<file path="config.mk">
export PLATFORM = sky130hd
export DESIGN_NAME = sat_load_sequencer
export DESIGN_NICKNAME = d
export VERILOG_FILES = /design/src/rtl/sat_load_sequencer.sv
export SDC_FILE = /design/constraint.sdc
export NUM_CORES = 2
export LEC_CHECK = 0
export BUFFER_PORTS_ARGS = -buffer_cell sky130_fd_sc_hd__buf_2
export CAP_MARGIN = 20
export CORE_UTILIZATION = 45
export CTS_BUF_LIST = sky130_fd_sc_hd__clkbuf_16
export CTS_CLUSTER_SIZE = 30
export DETAILED_ROUTE_END_ITERATION = 8
export PLACE_DENSITY = 0.63
export SLEW_MARGIN = 0
export SYNTH_ARGS = -nofsm -noshare
export SYNTH_HDL_FRONTEND = slang
export SYNTH_SLANG_ARGS = --single-unit
</file>
<file path="constraint.sdc">
create_clock -name clock -period 12.15 [get_ports clock]
set_clock_uncertainty 0.1 [all_clocks]
set_input_delay 0.6075 -clock clock [delete_from_list [all_inputs] [get_ports clock]]
set_output_delay 0.6075 -clock clock [all_outputs]
set_load 0.02 [all_outputs]
</file>
<file path="src/rtl/sat_load_sequencer.sv">
// Buffers host clause words, then drives one SAT solver run: solver reset, word stream, result wait.
// Results and the buffer persist after a run, so the same formula can be re-run with another start.
module sat_load_sequencer #(
  parameter int NUM_LIT        = 30,
  parameter int DEPTH          = 128,
  parameter int TIMEOUT_CYCLES = 65535
) (
  input  logic                       clock,
  input  logic                       reset,
  input  logic                       wr_valid,
  input  logic [NUM_LIT-1:0]         wr_data,
  output logic                       wr_ready,
  input  logic                       clear,
  input  logic                       start,
  output logic                       busy,
  output logic                       done,
  output logic                       result_sat,
  output logic                       result_timeout,
  output logic [NUM_LIT-1:0]         result_model,
  output logic [$clog2(DEPTH):0]     word_count,
  output logic                       s_reset,
  output logic                       s_load,
  output logic [NUM_LIT-1:0]         s_i,
  input  logic                       s_ended,
  input  logic                       s_sat,
  input  logic [NUM_LIT-1:0]         s_model,
  output logic [1:0]                 dbg_state
);

  localparam int AW = $clog2(DEPTH);
  localparam int CW = AW + 1;
  localparam int TW = $clog2(TIMEOUT_CYCLES) + 1;

  typedef enum logic [1:0] {
    ST_IDLE   = 2'd0,
    ST_SRST   = 2'd1,
    ST_STREAM = 2'd2,
    ST_WAIT   = 2'd3
  } state_t;

  state_t             state_q, state_d;
  logic [CW-1:0]      count_q, count_d;
  logic [AW-1:0]      idx_q, idx_d;
  logic [TW-1:0]      tcnt_q, tcnt_d;
  logic               wr_ready_q, wr_ready_d;
  logic               busy_q, busy_d;
  logic               done_q, done_d;
  logic               sat_q, sat_d;
  logic               timeout_q, timeout_d;
  logic [NUM_LIT-1:0] model_q, model_d;
  logic               s_reset_q, s_reset_d;
  logic               s_load_q, s_load_d;
  logic [NUM_LIT-1:0] s_i_q, s_i_d;
  logic               abort;
  logic               wr_en;

  // Clause storage is not reset: word_count alone defines which entries are valid.
  logic [NUM_LIT-1:0] buf_q [DEPTH];

  always_ff @(posedge clock) begin
    if (wr_en) buf_q[count_q[AW-1:0]] <= wr_data;
  end

  always_comb begin
    state_d   = state_q;
    count_d   = count_q;
    idx_d     = idx_q;
    tcnt_d    = tcnt_q;
    done_d    = 1'b0;
    sat_d     = sat_q;
    timeout_d = timeout_q;
    model_d   = model_q;
    abort     = 1'b0;
    wr_en     = 1'b0;
    case (state_q)
      ST_IDLE: begin
        if (clear) begin
          count_d = '0;
        end else begin
          // wr_ready_q is only ever set while count_q < DEPTH, so the write slot is in range.
          if (wr_valid && wr_ready_q) begin
            wr_en   = 1'b1;
            count_d = count_q + CW'(1);
          end
          if (start) begin
            sat_d     = 1'b0;
            timeout_d = 1'b0;
            model_d   = '0;
            if (count_d != '0) begin
              state_d = ST_SRST;
            end else begin
              done_d = 1'b1;
              sat_d  = 1'b1;
            end
          end
        end
      end
      ST_SRST: begin
        state_d = ST_STREAM;
        idx_d   = '0;
      end
      ST_STREAM: begin
        if ({1'b0, idx_q} == count_q - CW'(1)) begin
          state_d = ST_WAIT;
          tcnt_d  = '0;
        end else begin
          idx_d = idx_q + AW'(1);
        end
      end
      ST_WAIT: begin
        if (s_ended) begin
          state_d   = ST_IDLE;
          done_d    = 1'b1;
          sat_d     = s_sat;
          model_d   = s_model;
          timeout_d = 1'b0;
        end else if (tcnt_q == TW'(TIMEOUT_CYCLES - 1)) begin
          state_d   = ST_IDLE;
          done_d    = 1'b1;
          sat_d     = 1'b0;
          model_d   = '0;
          timeout_d = 1'b1;
          abort     = 1'b1;
        end else begin
          tcnt_d = tcnt_q + TW'(1);
        end
      end
      default: state_d = ST_IDLE;
    endcase
    // Every output is registered from the upcoming state so it lines up with state_q.
    wr_ready_d = (state_d == ST_IDLE) && (count_d < CW'(DEPTH));
    busy_d     = (state_d != ST_IDLE);
    s_reset_d  = (state_d == ST_SRST) || abort;
    s_load_d   = (state_d == ST_STREAM);
    s_i_d      = s_load_d ? buf_q[idx_d] : '0;
  end

  always_ff @(posedge clock or negedge reset) begin
    if (!reset) begin
      state_q    <= ST_IDLE;
      count_q    <= '0;
      idx_q      <= '0;
      tcnt_q     <= '0;
      wr_ready_q <= 1'b0;
      busy_q     <= 1'b0;
      done_q     <= 1'b0;
      sat_q      <= 1'b0;
      timeout_q  <= 1'b0;
      model_q    <= '0;
      s_reset_q  <= 1'b1;
      s_load_q   <= 1'b0;
      s_i_q      <= '0;
    end else begin
      state_q    <= state_d;
      count_q    <= count_d;
      idx_q      <= idx_d;
      tcnt_q     <= tcnt_d;
      wr_ready_q <= wr_ready_d;
      busy_q     <= busy_d;
      done_q     <= done_d;
      sat_q      <= sat_d;
      timeout_q  <= timeout_d;
      model_q    <= model_d;
      s_reset_q  <= s_reset_d;
      s_load_q   <= s_load_d;
      s_i_q      <= s_i_d;
    end
  end

  assign wr_ready       = wr_ready_q;
  assign busy           = busy_q;
  assign done           = done_q;
  assign result_sat     = sat_q;
  assign result_timeout = timeout_q;
  assign result_model   = model_q;
  assign word_count     = count_q;
  assign s_reset        = s_reset_q;
  assign s_load         = s_load_q;
  assign s_i            = s_i_q;
  assign dbg_state      = state_q;

endmodule

</file>
==> impl_metrics.env <==
export IMPL_outcome="finished, final reports clean"
export IMPL_seq_power_share_pct=34.7
export IMPL_clock_sinks=3941
export IMPL_slew_violations=0
export IMPL_largest_net_degree_at_the_start_of_global_routing=182
export IMPL_worst_hold_path_type="input pin to async pin"
export IMPL_timing_critical_path_from_type="register"
export IMPL_hold_viol_final=0
export IMPL_worstRegToRegCells=16
export IMPL_clock_fmax_mhz=118
export IMPL_postSynth_topFlopCell="edfxtp_1"
export IMPL_die_x_um=594
export IMPL_worst_slew_pin_transition_ns=1.34
export IMPL_ant_nets=0
export IMPL_crit_start="word_count[3]$_DFFE_PN0P_"
export IMPL_regToRegEndpoint="s_i[27]$_DFF_PN0_"
export IMPL_combinationalPowerShare_pct=37.7
export IMPL_part_of_the_yosys_area_used_for_sequential_elements_pct=74.7
export IMPL_p_leak_nw=58.5
export IMPL_clock_tree_buffer_depth=4
export IMPL_synthToLayoutAreaGrowth_pct=13.0
export IMPL_gp_congestion=0.903
export IMPL_floorplan_core_area_um2=349000
export IMPL_die_area_um2=353000
export IMPL_rr_startpoint="word_count[3]$_DFFE_PN0P_"
export IMPL_portion_of_total_power_attributed_to_the_clock_network_pct=27.6
export IMPL_top_usage_layer="met2"
export IMPL_detailedPlacementHpwl_um=290000
export IMPL_intPower_mw=26.3
export IMPL_netlist_cell_type_count=80
export IMPL_postSynthRegisterBits=3941
export IMPL_yosys_top_cells_area="edfxtp_1, nand2_1, nand3_1, a311oi_1, o31a_1"
export IMPL_use_met1_pct=40.1
export IMPL_post_route_cells_drive_above_1_share_pct=11.0
export IMPL_design_portCount=144
export IMPL_initial_utilization_pct=45.2
export IMPL_synth_cell_area_um2=158000
export IMPL_slew_headroom_pct=10.5
export IMPL_setup_repair_after_global_routing_missed_its_margin="false"
export IMPL_yosysTopAreaCellShare_pct=73.1
export IMPL_wl_um=533000
export IMPL_endpoint="s_i[27]$_DFF_PN0_"
export IMPL_finish_utilization_pct=51.1
export IMPL_first_global_vias=99400
export IMPL_layout_commonest_cell="edfxtp_1"
export IMPL_vias_per_cell=6.43
export IMPL_gr_usage_total_pct=29.3
export IMPL_num_nets_final=11600
export IMPL_grt_use_met3_pct=6.67
export IMPL_cts_htree_levels=5
export IMPL_cts_tree="done"
export IMPL_maxCapViolations=0
export IMPL_insertion_delay_ns=1.02
export IMPL_number_of_antenna_violations_at_the_first_check_in_global_routing=54
export IMPL_synth_edff_count=3840
export IMPL_die_height_um=594
export IMPL_tritoncts_num_buffers=400
export IMPL_dr_pass1_iters=6
export IMPL_crit_required_ns=12.94
export IMPL_numPortBuffers=143
export IMPL_worstSetupEndpointType="register"
export IMPL_layout_filler_cells=28700
export IMPL_timing_final_crit_period_ns=8.45
export IMPL_reg_to_reg_slack_setup_ns=3.70
export IMPL_drtIter0Drc=16200
export IMPL_worst_path_max_fanout=176
export IMPL_globalRoute_totalOverflow=0
export IMPL_mappedNetlistNets=11500
export IMPL_p_sw_mw=17.4
export IMPL_worst_setup_path_type="register to register"
export IMPL_synth_warning_count=0
export IMPL_clock_root_buffer="clkbuf_16"
export IMPL_grt_first_pass_wirelength_um=746000
export IMPL_syn_area_per_cell_um2=13.8
export IMPL_rows=217
export IMPL_vias=106000
export IMPL_post_route_drc_count=0
export IMPL_timing_critical_path_arrival_ns=9.24
export IMPL_postSynthCellCount=11500
export IMPL_post_route_period_util_pct=69.5
export IMPL_setup_viol=0
export IMPL_async_flop_share_pct=2.56
export IMPL_synth_area_leader_cell="edfxtp_1"
export IMPL_routedWlPerCell_um=32.2
export IMPL_highest_ir_drop_seen_on_vdd_uv=407
export IMPL_layout_cells_most_common_list="edfxtp_1, nand2_1, nand3_1, nor2_1, clkbuf_16"
export IMPL_finalSetupTns_ns=0
export IMPL_grt_met2_usage_pct=44.2
export IMPL_path_clk_slew_ns=0.06
export IMPL_sw_frac_of_total_pct=39.8
export IMPL_powerDensity_nw_per_um2=245
export IMPL_setup_repair_bufs_after_cts=0
metal layers:
metal | share of wire (%) | wire [um]
met1 | 37 | 199000
met2 | 44 | 236000
met3 | 13 | 68200
met4 | 5.7 | 30100
met5 | 0.033 | 174
flip-flops by register name, summed over array words and instances, names as in the netlist:
register and flops:
done 1, wr_ready 1, s_load 1, tcnt_q 17, s_i 30, s_reset 1, dbg_state 2, buf_q 3840
word_count 8, result_sat 1, idx_q 7, result_model 30, busy 1, result_timeout 1
worst min path at each step:
stage | startpoint | endpoint | slack, ns
6_report | reset | tcnt_q[4]$_DFFE_PN0P_ | 0.04
3_5_place_dp | result_model[17]$_DFFE_PN0P_ | result_model[17]$_DFFE_PN0P_ | 0.36
4_1_cts | wr_data[3] | buf_q[41][3]$_DFFE_PP_ | 0.02
2_1_floorplan | reset | busy$_DFF_PN0_ | 0.21
5_1_grt | wr_data[0] | buf_q[66][0]$_DFFE_PP_ | 0.05
3_3_place_gp | result_model[26]$_DFFE_PN0P_ | result_model[26]$_DFFE_PN0P_ | 0.35
Yosys cell counts (72+ instances only):
cell type and instances:
a211oi_1 344, buf_2 385, a31oi_1 227, dfrtp_1 100
nand2_1 2472, o211ai_1 89, a311oi_1 385, nor2_1 659
buf_1 135, edfxtp_1 3840, nor3_1 202, a21oi_1 139
clkbuf_1 346, o311ai_0 72, mux2i_1 215, nand3_1 931
o21ai_0 93, o31a_1 305
cell type report:
type,count,area [um2],area share (%)
Tap cell,4599,5750,3.23
Clock buffer,406,10200,5.70
Timing Repair Buffer,560,4400,2.47
Sequential cell,3941,118000,66.1
Multi-Input combinational cell,6630,37300,20.9
Clock inverter,332,2630,1.48
Inverter,25,125,0.0702
Antenna cell,40,100,0.0561
stage by stage:
stage               area (um2)  power [mW]  setup WS, ns  hold slack [ns]  cells
floorplan               158000        26.1          7.99            0.212  11500
global placement        165000        31.1          3.96            0.346  15700
detailed placement      165000        31.5          3.92            0.356  15700
CTS                     178000        43.4          3.85           0.0213  16500
global route            178000        45.3          3.33           0.0468  16500
finish                  178000        43.7          3.70           0.0410  16500
power groups by stage:
stage	Sequential, mW	Combinational (mW)	Clock (mW)
after global placement	15.4	15.7	0
final	15.1	16.5	12.1
after global routing	15.1	17.5	12.6
after detailed placement	15.4	16.1	0
after CTS	15.1	16.2	12.1
after floorplan	15.4	10.7	0
timing repair:
action / 4_1_cts / 5_1_grt
hold buffers: 42 / 0
gates resized for setup: 0 / 0
endpoints found under the setup margin: 0 / 0
endpoints found under the hold margin: 249 / 0
worst max-delay path: stages, from the launching register on:
cell and delay (ns):
dfrtp_1 0.79, or4_1 0.74, nand4b_1 0.25, a32o_2 0.39, nor4_4 0.34, buf_12 0.59
nor3_4 0.13, buf_12 0.30, inv_16 0.63, buf_12 0.62, buf_4 0.62, nand2_1 0.10
a311oi_1 0.32, a311oi_1 0.09, o21bai_1 0.65, nand4_1 0.84, nor3_1 0.44
cell families (layout without fill, tap and decap cells):
kind of cell / after synthesis / count (layout) / synth area share [%]
AO/OA/AOI/OAI: 1996 / 1996 / 9.70
XOR/XNOR: 20 / 20 / 0.111
buffers and inverters: 901 / 1323 / 2.48
adder cells (fa/ha/maj): 9 / 9 / 0.0714
other: 0 / 40 / 0
flip-flops: 3941 / 3941 / 74.7
multiplexers: 220 / 220 / 1.40
AND/OR/NAND/NOR: 4385 / 4385 / 11.6
Power figures use the tool's default switching activity.
